### config.mk
export PLATFORM = sky130hd
export DESIGN_NAME = mult_sched
export DESIGN_NICKNAME = d
export VERILOG_FILES = /design/src/rtl/mult_sched.sv
export SDC_FILE = /design/constraint.sdc
export NUM_CORES = 1
export LEC_CHECK = 0
export ABC_AREA = 0
export CELL_PAD_IN_SITES_DETAIL_PLACEMENT = 2
export CELL_PAD_IN_SITES_GLOBAL_PLACEMENT = 2
export CORE_ASPECT_RATIO = 1.4
export CORE_UTILIZATION = 23
export DETAILED_ROUTE_END_ITERATION = 8
export PLACE_DENSITY = 0.88
export SLEW_MARGIN = 20
export SYNTH_ARGS = -nofsm -noshare
export SYNTH_HDL_FRONTEND = slang
export SYNTH_SLANG_ARGS = --single-unit
### constraint.sdc
create_clock -name clk -period 1.83 [get_ports clk]
set_input_delay 0.4575 -clock clk [delete_from_list [all_inputs] [get_ports clk]]
set_output_delay 0.4575 -clock clk [all_outputs]
set_load 0.1 [all_outputs]
### src/rtl/mult_sched.sv
// mult_sched: arbitrating controller for a shift-add multiplier datapath.
// Requesters raise a level on req. While idle, the controller picks one of
// them, latches its operands and sequences the external datapath through
// LOAD / TEST / ADD / SHIFT / DECR until the datapath's counter reaches
// zero. It then captures the product and tags it with the owner index.
//
// Build option: define MULT_SCHED_RR_EN for round-robin arbitration.
// Without it, arbitration is fixed priority (lowest index wins) and no
// pointer register exists.
//
// Handshake: req is a level per requester. gnt is a one-hot pulse that is
// high for exactly the LOAD cycle and marks acceptance of that requester's
// operands. Requests are only sampled while idle. A req still high after its
// gnt is treated as a fresh request. Results have no backpressure: res_valid
// pulses for the DONE cycle, and res/res_id hold until the next DONE.
module mult_sched #(
  parameter int BITS = 8,
  parameter int NREQ = 4,
  parameter int IW   = $clog2(NREQ)
) (
  input  logic                 clk,
  input  logic                 rst,
  input  logic [NREQ-1:0]      req,
  input  logic [NREQ*BITS-1:0] op_b,
  input  logic [NREQ*BITS-1:0] op_q,
  output logic [NREQ-1:0]      gnt,
  output logic                 Load_Regs,
  output logic                 Shift_Regs,
  output logic                 Add_Regs,
  output logic                 Decr_P,
  output logic [BITS-1:0]      DP_B,
  output logic [BITS-1:0]      DP_Q,
  input  logic                 Q0,
  input  logic                 Zero,
  input  logic [2*BITS:0]      Producto,
  output logic [2*BITS:0]      res,
  output logic                 res_valid,
  output logic [IW-1:0]        res_id,
  output logic                 busy,
  output logic [2:0]           state
);

  typedef enum logic [2:0] {
    S_IDLE  = 3'd0,
    S_LOAD  = 3'd1,
    S_TEST  = 3'd2,
    S_ADD   = 3'd3,
    S_SHIFT = 3'd4,
    S_DECR  = 3'd5,
    S_DONE  = 3'd6
  } state_t;

  state_t          cur;
  logic [IW-1:0]   owner;
  logic [IW-1:0]   win_idx;
  logic            any_req;
  logic [BITS-1:0] b_slice [NREQ];
  logic [BITS-1:0] q_slice [NREQ];

`ifdef MULT_SCHED_RR_EN
  logic [IW-1:0]   rr_ptr;
  logic [IW:0]     rr_sum;
  logic [IW-1:0]   rr_cand;
`endif

  // The current state is visible on the debug port.
  assign state = cur;

  // Split the packed operand buses into per-requester slices.
  always_comb begin
    for (int i = 0; i < NREQ; i++) begin
      b_slice[i] = op_b[i*BITS +: BITS];
      q_slice[i] = op_q[i*BITS +: BITS];
    end
  end

`ifdef MULT_SCHED_RR_EN
  // Round-robin winner: first requester at or after the pointer, wrapping.
  // The loop runs from the farthest offset down so the nearest one wins.
  always_comb begin
    any_req = |req;
    win_idx = '0;
    rr_sum  = '0;
    rr_cand = '0;
    for (int k = NREQ-1; k >= 0; k--) begin
      rr_sum = {1'b0, rr_ptr} + (IW+1)'(k);
      if (rr_sum >= (IW+1)'(NREQ)) begin
        rr_sum = rr_sum - (IW+1)'(NREQ);
      end
      rr_cand = rr_sum[IW-1:0];
      if (req[rr_cand]) begin
        win_idx = rr_cand;
      end
    end
  end
`else
  // Fixed-priority winner: the lowest requesting index.
  always_comb begin
    any_req = |req;
    win_idx = '0;
    for (int k = NREQ-1; k >= 0; k--) begin
      if (req[k]) begin
        win_idx = IW'(k);
      end
    end
  end
`endif

  // Sequencer: state, registered datapath controls, grant and result capture.
  // Every output is registered from the state being entered, so each control
  // lines up exactly with the cycle of the state that owns it.
  always_ff @(posedge clk or negedge rst) begin
    if (!rst) begin
      cur        <= S_IDLE;
      owner      <= '0;
      gnt        <= '0;
      Load_Regs  <= 1'b0;
      Shift_Regs <= 1'b0;
      Add_Regs   <= 1'b0;
      Decr_P     <= 1'b0;
      DP_B       <= '0;
      DP_Q       <= '0;
      res        <= '0;
      res_valid  <= 1'b0;
      res_id     <= '0;
      busy       <= 1'b0;
`ifdef MULT_SCHED_RR_EN
      rr_ptr     <= '0;
`endif
    end else begin
      // Pulses default low; the case below raises the one that applies.
      gnt        <= '0;
      Load_Regs  <= 1'b0;
      Shift_Regs <= 1'b0;
      Add_Regs   <= 1'b0;
      Decr_P     <= 1'b0;
      res_valid  <= 1'b0;
      case (cur)
        S_IDLE: begin
          if (any_req) begin
            cur       <= S_LOAD;
            busy      <= 1'b1;
            gnt       <= NREQ'(1) << win_idx;
            Load_Regs <= 1'b1;
            owner     <= win_idx;
            DP_B      <= b_slice[win_idx];
            DP_Q      <= q_slice[win_idx];
`ifdef MULT_SCHED_RR_EN
            rr_ptr    <= (win_idx == IW'(NREQ-1)) ? '0 : win_idx + 1'b1;
`endif
          end
        end
        S_LOAD: begin
          cur <= S_TEST;
        end
        S_TEST: begin
          // The zero counter ends the operation even when Q0 is set.
          if (Zero) begin
            cur       <= S_DONE;
            res       <= Producto;
            res_id    <= owner;
            res_valid <= 1'b1;
          end else if (Q0) begin
            cur      <= S_ADD;
            Add_Regs <= 1'b1;
          end else begin
            cur        <= S_SHIFT;
            Shift_Regs <= 1'b1;
          end
        end
        S_ADD: begin
          cur        <= S_SHIFT;
          Shift_Regs <= 1'b1;
        end
        S_SHIFT: begin
          cur    <= S_DECR;
          Decr_P <= 1'b1;
        end
        S_DECR: begin
          cur <= S_TEST;
        end
        S_DONE: begin
          cur  <= S_IDLE;
          busy <= 1'b0;
          DP_B <= '0;
          DP_Q <= '0;
        end
        default: begin
          // The unused code recovers to idle with operands cleared.
          cur  <= S_IDLE;
          busy <= 1'b0;
          DP_B <= '0;
          DP_Q <= '0;
        end
      endcase
    end
  end

endmodule

==> Yosys cells after proc, flatten, opt, wreduce, memory -nomap -nowiden <==
Cells that the tools add are included.
{ "totals": {"regBits": 50, "inputBits": 89} }
{ "op_classes": {"bitwise_logic": 2, "n_mux": 33, "n_reduce_logical": 7, "magnitude_cmp": 1, "eq_ne": 6, "shifts": 1} }
{ "op_table": {"columns": ["operator", "n"], "rows": [
  ["2-to-1 mux 8 bit", 6],
  ["binary-select mux 8 bit (select 2 bit)", 2],
  ["one-hot mux 8 bit (2 select lines)", 2],
  ["one-hot mux 3 bit (5 select lines)", 1],
  ["2-to-1 mux 1 bit", 11],
  ["2-to-1 mux 3 bit", 3],
  ["2-to-1 mux 2 bit", 4],
  ["2-to-1 mux 4 bit", 2],
  ["== test 3 x 2 -> 1 bit (second input constant)", 2],
  ["== test 3 bit (second input constant)", 2],
  ["AND reduction 2 bit", 3],
  ["OR reduction 5 bit", 1],
  ["one-hot mux 1 bit (2 select lines)", 2],
  ["OR reduction 4 bit", 1],
  ["left shift 1 x 2 -> 4 bit (first input constant)", 1],
  ["== test 3 x 1 -> 1 bit (second input constant)", 1],
  ["greater-or-equal comparator 3 bit (second input constant)", 1],
  ["zero test 3 bit", 1],
  ["inverter 2 -> 3 bit", 1],
  ["inequality test 2 bit (second input constant)", 1],
  ["OR reduction 2 bit", 1],
  ["inverter 1 bit", 1]
]} }

==> Depth between registers and ports, before layout <==
Gate-level depths: netlist of run 1.
{ "depth": {"word_depth": 10, "depth_mapped": 6, "ltp_nobuf": 5} }

==> Worst setup path after synthesis of run 1 <==
OpenSTA, ideal clock, no wires.
{ "synth_path": {"path_kind": "register to register", "start": "reg cur[2] (netlist: state[2])", "end": "reg DP_B[0]", "setup_slack_ns": -0.537, "arrival_time_ns": 2.237, "n_path_buf": 1, "path_stages_with_launch": 7, "cell_sequence": "dfrtp_1 inv_1 ha_1 nand2b_1 o21ai_1 buf_2 o32ai_1"} }
{ "synth_via": {"elab_chain_len": 4} }
{ "synth_rtl": {"columns": ["element", "line_no", "rtl"], "rows": [
  ["start, declared", "53", "state_t cur;"],
  ["start signal, assigned", "114", "cur <= S_IDLE;"],
  ["start signal, assigned", "141", "cur <= S_LOAD;"],
  ["start signal, assigned", "154", "cur <= S_TEST;"],
  ["== test 3 x 2 -> 1 bit (tied with other cells)", "138", "case (cur)"],
  ["OR reduction 5 bit (no line)", null, null],
  ["inverter 1 bit (no line)", null, null],
  ["AND reduction 2 bit (no line)", null, null],
  ["end signal, assigned", "146", "DP_B <= b_slice[win_idx];"],
  ["end, declared", "31", "output logic [BITS-1:0] DP_B,"]
]} }
Several ways; a longest one is shown, not always the timed one.
A chain may end at the register's enable or synchronous reset.

==> Worst setup path in the final report of run 1 <==
{ "layout_path": {"start": "in req[1]", "end": "reg DP_Q[1]"} }
{ "layout_via": {"elab_chain_len": 8} }
{ "layout_rtl": {"columns": ["element", "line_no", "rtl"], "rows": [
  ["start, declared", "23", "input logic [NREQ-1:0] req,"],
  ["2-to-1 mux 2 bit (2 in series)", "102", "if (req[k]) begin"],
  ["inverter 2 -> 3 bit (not written as such)", "147", "DP_Q <= q_slice[win_idx];"],
  ["binary-select mux 8 bit (select 2 bit)", "147", null],
  ["2-to-1 mux 8 bit (not written as such) (2 in series)", "147", null],
  ["2-to-1 mux 8 bit", "140", "if (any_req) begin"],
  ["one-hot mux 8 bit (2 select lines)", "138", null],
  ["end signal, assigned", "147", null],
  ["end, declared", "32", "output logic [BITS-1:0] DP_Q,"]
]} }
Several ways; a longest one is shown, not always the timed one. The select of a mux whose other input is x is not followed.

==> impl_metrics.yaml, run 1 <==
global_routing:
  grt_overflow: 0
  grt_pass1_wl_um: 15900
  grt_max_degree: 39
  grt_pass1_vias: 2923
  antenna_found_initial: 0
  track_usage: 0.182
detailed_routing:
  wl_um: 9830
  dr.pass1.iters: 4
  antenna_left: 0
  drc: 0
  vias: 2427
  first_iter_violations: 39
  wl_per_cell_um: 19.6
  vias_per_cell: 4.84
timing:
  slew_violations: 0
  worst_pin_slew_ns: 0.332
  setup_viol: 0
  final.period_utilization: 0.979
  hold_violations: 0
  fmax_mhz: 558
  fin_skew_ns: 0.00309
  rsz0062_at_grt: "false"
  timing.hold.ws_ns: 0.0545
  period_minus_slack_ns: 1.79
  relSlewSlack: 0.778
clock_tree:
  cts_buffers: 5
  cts-root-buf: "clkbuf_16"
  cts_tree: "yes"
  path_clk_slew_ns: 0.07
  clk_path_buf_depth: 2
  htree_levels: 2
  hold_buffers: 0
  cts_sinks: 50
  clock_latency_ns: 0.29
power:
  peakVddDrop_uv: 597
  power_mw: 9.41
  p_leak_nw: 1.99
  cellPowerDensity_nw_per_um2: 1920
cells_and_area:
  area_growth_pct: 95.7
  multiInputGateArea_um2: 1120
  nNetsFinal: 453
  stdcell_count: 501
  nFillCells: 1053
  final_layout_size_suffix_gt1_frac: 0.333
  n_antenna_cell: 0
  regArea_um2: 1260
synth:
  netlist.top_cell.by_area: "dfrtp_1"
  yosys-top-cells-count: "dfrtp_1, o32ai_1, nand2b_1"
  ys.flop_type: "dfrtp_1"
  yosysTopAreaCellShare: 0.501
  yosysWarnings: 0
  synth-seq-cells: 50
  synth_fp_nets: 304
  synthArstFlopShare: 1.00
  ys_seq_area_frac: 0.501
  synth_cell_types: 36
  avgSynthCellArea_um2: 11.7
  synth_area_um2: 2500
  syn_inst: 213
  synth_edf_count: 0
  yosysMostFrequentCell: "dfrtp_1"
  synth.top_cells.by_area: "dfrtp_1, o32ai_1, mux2_2"
place:
  gp_congestion: 0.756
  portBuffers: 136
  dp_hpwl_um: 7860
  dp_cells: 493
floorplanning:
  rows: 44
  dieArea_um2: 11300
  core_um2: 10500
  die_w_um: 90.1
  ios: 137
  dieHeight_um: 125
  start_util: 0.239
critical_path:
  arrival_ns: 1.96
  cp-end-kind: "flop"
  r2r_cells: 5
  reg2reg_slack_ns: 0.21
  startpoint: "req[1]"
  cp_max_fo: 17
  critPathLaunchType: "input port"
  worstPathRequired_ns: 2.00
  r2r-start: "state[2]"
  criticalPathCategory: "in2reg"
  worstReg2RegEnd: "DP_B[2]"
run:
  cap_viol_max_count: 0
run_status:
  outcome: "finished clean"
min_path:
  hp-class: "in2async"
[per-stage QoR]
step / TNS (ns) / instance area (µm²) / worst slack, ns / util
final: 0 / 4890 / 0.0387 / 0.467
after global routing: 0 / 4890 / 0.00263 / 0.467
after CTS: 0 / 4850 / 0.00135 / 0.464
after detailed placement: -5.17 / 4680 / -0.334 / 0.447
after global placement: -3.66 / 4680 / -0.236 / 0.447
after floorplan: 0 / 2510 / 0.0409 / -
[registers in the layout (all words and copies together) (netlist names)]
| name | count |
|---|---|
| Add_Regs | 1 |
| DP_B | 8 |
| DP_Q | 8 |
| Decr_P | 1 |
| Load_Regs | 1 |
| Shift_Regs | 1 |
| busy | 1 |
| gnt | 4 |
| owner | 2 |
| res | 17 |
| res_id | 2 |
| res_valid | 1 |
| state | 3 |
[cell families (layout without fill, tap and decap cells)]
logic type / Yosys count / in the layout / synth area share
compound gates: 60 / 60 / 0.221
fa+ha+maj: 2 / 2 / 0.0100
buf+inv: 36 / 186 / 0.0641
flops: 50 / 50 / 0.501
mux: 19 / 19 / 0.0857
simple gates: 46 / 46 / 0.118
[power by group]
part           total, mW  leakage (nW)  switching (mW)  internal, mW
Combinational       6.26          1.28            3.87          2.40
Sequential          2.09         0.633           0.536          1.55
Clock               1.06        0.0771           0.414         0.646
Total               9.41          1.99            4.82          4.59
[layer usage]
layer / vias up / GRT usage / part of all wire
li1: 1103 / - / -
met1: 1208 / 0.179 / 0.34
met2: 101 / 0.373 / 0.59
met3: 15 / 0.0353 / 0.050
met4: 0 / 0.0541 / 0.018
met5: - / 0 / 0
[critical path, stage by stage]
cell and delay [ns]:
clkdlybuf4s50_1 0.44, or4b_4 0.55, buf_12 0.18, o221ai_1 0.21, o32ai_1 0.11
[area by class of cell]
| type | count | share of cell area |
|---|---|---|
| sequential | 50 | 0.257 |
| tap | 138 | 0.0353 |
| inverter | 19 | 0.0146 |
| timing repair buffer | 159 | 0.429 |
| multi-input combinational | 127 | 0.230 |
| clock inverter | 2 | 0.00768 |
| clock buffer | 6 | 0.0264 |
[worst max path at each step]
| stage | endpoint | slack [ns] | cells after the start |
|---|---|---|---|
| after detailed placement | DP_Q[3] | -0.33 | 6 |
| after global routing | DP_Q[7] | 0.003 | 6 |
| after CTS | DP_Q[1] | 0.001 | 5 |
| after global placement | DP_B[6] | -0.24 | 5 |
| final | DP_Q[1] | 0.04 | 5 |
| after floorplan | DP_B[0] | 0.04 | 6 |
[cell usage in the layout (no fill, tap or decap), types with 2 or more instances in the layout]
cell type and instances:
nor2b_1 2, ha_1 2, and3_1 3, inv_1 19, clkdlybuf4s50_1 85, nand2b_1 20, o221ai_2 10, dfrtp_1 47
buf_4 16, o32ai_1 30, buf_12 54, dlymetal6s2s_1 2, clkbuf_16 5, nor2_1 7, o21ai_0 3, o221ai_1 6
nor3b_1 2, nand2_1 2, mux2_2 19, a21oi_1 3, dfrtp_2 2
[what timing repair did]
| item | in CTS | in global routing |
|---|---|---|
| setup buffers | 0 | 0 |
| pin swaps | 0 | 0 |
| gates resized for setup | 3 | 7 |
| hold endpoints to repair | 0 | 0 |
| setup endpoints to repair | 7 | 17 |
(Power assumes the default switching activity.)
==> run 2: changes to the inputs <==
Settings changed: CORE_ASPECT_RATIO 1.4 to unset.
==> run 2 against run 1 <==
Net effect: critical path depth did not move; via count is 2.5% lower; hold slack better by 0.072 ns; die area about the same; non-clock buffer count is 2 lower; register-to-register slack got worse by 0.08 ns; sequential share of layout area is 0.50 points higher; clock power down 33%; maximum frequency is 5.1% higher; total power is 4.3% lower; worst setup slack improved by 0.087 ns; sequential power down 4%; critical endpoint is now DP_Q[4]; largest cell class unchanged; highest routed layer unchanged.
==> impl_metrics.yaml, run 2 (synthesized netlist as in run 1, its figures left out) <==
run_status:
  outcome: "finished clean"
timing:
  worst_pin_slew_ns: 0.526
  fin_skew_ns: 0.00693
  fmax_mhz: 587
  period_minus_slack_ns: 1.70
  setup_viol: 0
  slew_violations: 0
  rsz0062_at_grt: "false"
  hold_violations: 0
  final.period_utilization: 0.931
  setup_tns_ns: 0
  relSlewSlack: 0.648
cells_and_area:
  final_layout_size_suffix_gt1_frac: 0.321
  reg_top3: "res x17, DP_B x8, DP_Q x8"
  area_growth_pct: 92.0
  final_common_cell: "clkdlybuf4s50_1"
  final_util: 0.460
  n_antenna_cell: 0
  largest_reg_flops: 17
  mostFrequentLayoutCells: "clkdlybuf4s50_1, buf_12, dfrtp_1, o32ai_1, nand2b_1"
  nNetsFinal: 451
  regMostFlops: "res"
clock_tree:
  postCtsSetupBuffers: 0
  cts_sinks: 50
  cts_buffers: 5
  clk_path_buf_depth: 2
  hold_buffers: 0
  htree_levels: 2
  path_clk_slew_ns: 0.10
  clock_latency_ns: 0.30
  cts-root-buf: "clkbuf_8"
  cts_tree: "yes"
floorplanning:
  die_w_um: 106
  rows: 37
  start_util: 0.240
  core_um2: 10400
  dieHeight_um: 106
  dieArea_um2: 11300
  ios: 137
power:
  cellPowerDensity_nw_per_um2: 1880
  p_leak_nw: 1.95
  peakVddDrop_uv: 1250
  power_mw: 9.00
critical_path:
  cp_slowest_cell: "dfrtp_4"
  worstReg2RegEnd: "DP_Q[4]"
  criticalPathCategory: "reg2reg"
  worstPathRequired_ns: 2.02
  critPathLaunchType: "flop"
  max_stage_delay_ns: 0.49
  startpoint: "state[2]"
  r2r_cells: 5
  r2r-start: "state[2]"
  crit_chain: "buf_4 -> nor3_4 -> nand3b_2 -> buf_12 -> o32ai_1"
  endpoint: "DP_Q[4]"
  cp-end-kind: "flop"
  reg2reg_slack_ns: 0.13
  cp_max_fo: 17
  arrival_ns: 1.90
global_routing:
  grt_pass1_vias: 2835
  grt_pass1_wl_um: 15500
  grt_max_degree: 51
  antenna_found_initial: 0
  track_usage: 0.179
  grt_overflow: 0
detailed_routing:
  wl_um: 9590
  first_iter_violations: 74
  drc: 0
  vias: 2366
  dr_wl_met2_um: 5230
  dr.pass1.iters: 4
  routed.top_layer: "met4"
  drt-met1-wl_um: 3920
  vias_per_cell: 4.76
  antenna_left: 0
  route.met3.wl_um: 377
  wl_per_cell_um: 19.3
place:
  gp_congestion: 0.700
  portBuffers: 136
  dp_hpwl_um: 7380
min_path:
  hp-class: "in2async"
run:
  cap_viol_max_count: 0
[run 2: cell types whose count changed in the layout (fill, tap and decap cells not counted), moves of 2 or more]
cell	delta
clkbuf_16	-5
buf_4	-4
clkbuf_8	+6
dlygate4sd2_1	+3
buf_12	+2
clkdlybuf4s50_1	-2
[run 2: repair_timing]
item                       4_1_cts  5_1_grt
pin swaps                        0        0
hold endpoints to repair         0        0
setup endpoints to repair       17       16
resized for setup                5        2
[run 2: area by class of cell]
cell class | count | area, µm²
Inverter | 19 | 71.3
Clock buffer | 6 | 82.6
Multi-Input combinational cell | 127 | 1100
Sequential cell | 50 | 1260
Fill cell | 1053 | 5620
Timing Repair Buffer | 157 | 2100
Clock inverter | 2 | 16.3
Tap cell | 136 | 170
[run 2: per-layer routing]
layer  vias up  GRT usage
met5         -          0
met3         6     0.0270
met1      1194      0.219
met2        71      0.334
li1       1095          -
met4         0     0.0268
[run 2: worst min-delay path by stage]
stage          startpoint       end  slack (ns)
5_1_grt               rst   DP_B[1]        0.15
6_report              rst   DP_B[1]        0.13
3_3_place_gp          rst   DP_B[5]        0.48
3_5_place_dp          rst   DP_B[5]        0.48
4_1_cts               rst   DP_B[5]        0.14
2_1_floorplan         rst  Add_Regs        0.16
[run 2: stage by stage]
step                hold slack [ns]  instance area (µm²)  setup WS, ns  instances
floorplan                     0.162                 2510        0.0409        213
global placement              0.476                 4680        -0.432        489
detailed placement            0.482                 4680        -0.562        489
CTS                           0.144                 4790       0.00211        497
global route                  0.151                 4800        0.0299        497
finish                        0.127                 4800         0.126        497
[run 2: critical path, delay by kind of cell (launching register included)]
family / cells / cell delay [ns]
buf+inv: 2 / 0.35
flops: 1 / 0.49
simple gates: 2 / 0.44
compound gates: 1 / 0.31
[run 2: where the power goes]
| part | internal, mW | switching [mW] | leakage (nW) |
|---|---|---|---|
| sequential | 1.55 | 0.453 | 0.633 |
| combinational | 2.36 | 3.94 | 1.27 |
| clock | 0.312 | 0.393 | 0.0478 |
| total | 4.22 | 4.78 | 1.95 |
==> run 3: changes to the inputs <==
Settings changed: CTS_CLUSTER_DIAMETER set to 40.
==> results of run 3 <==
Final layout, timing and power as in run 2 (identical DEF).
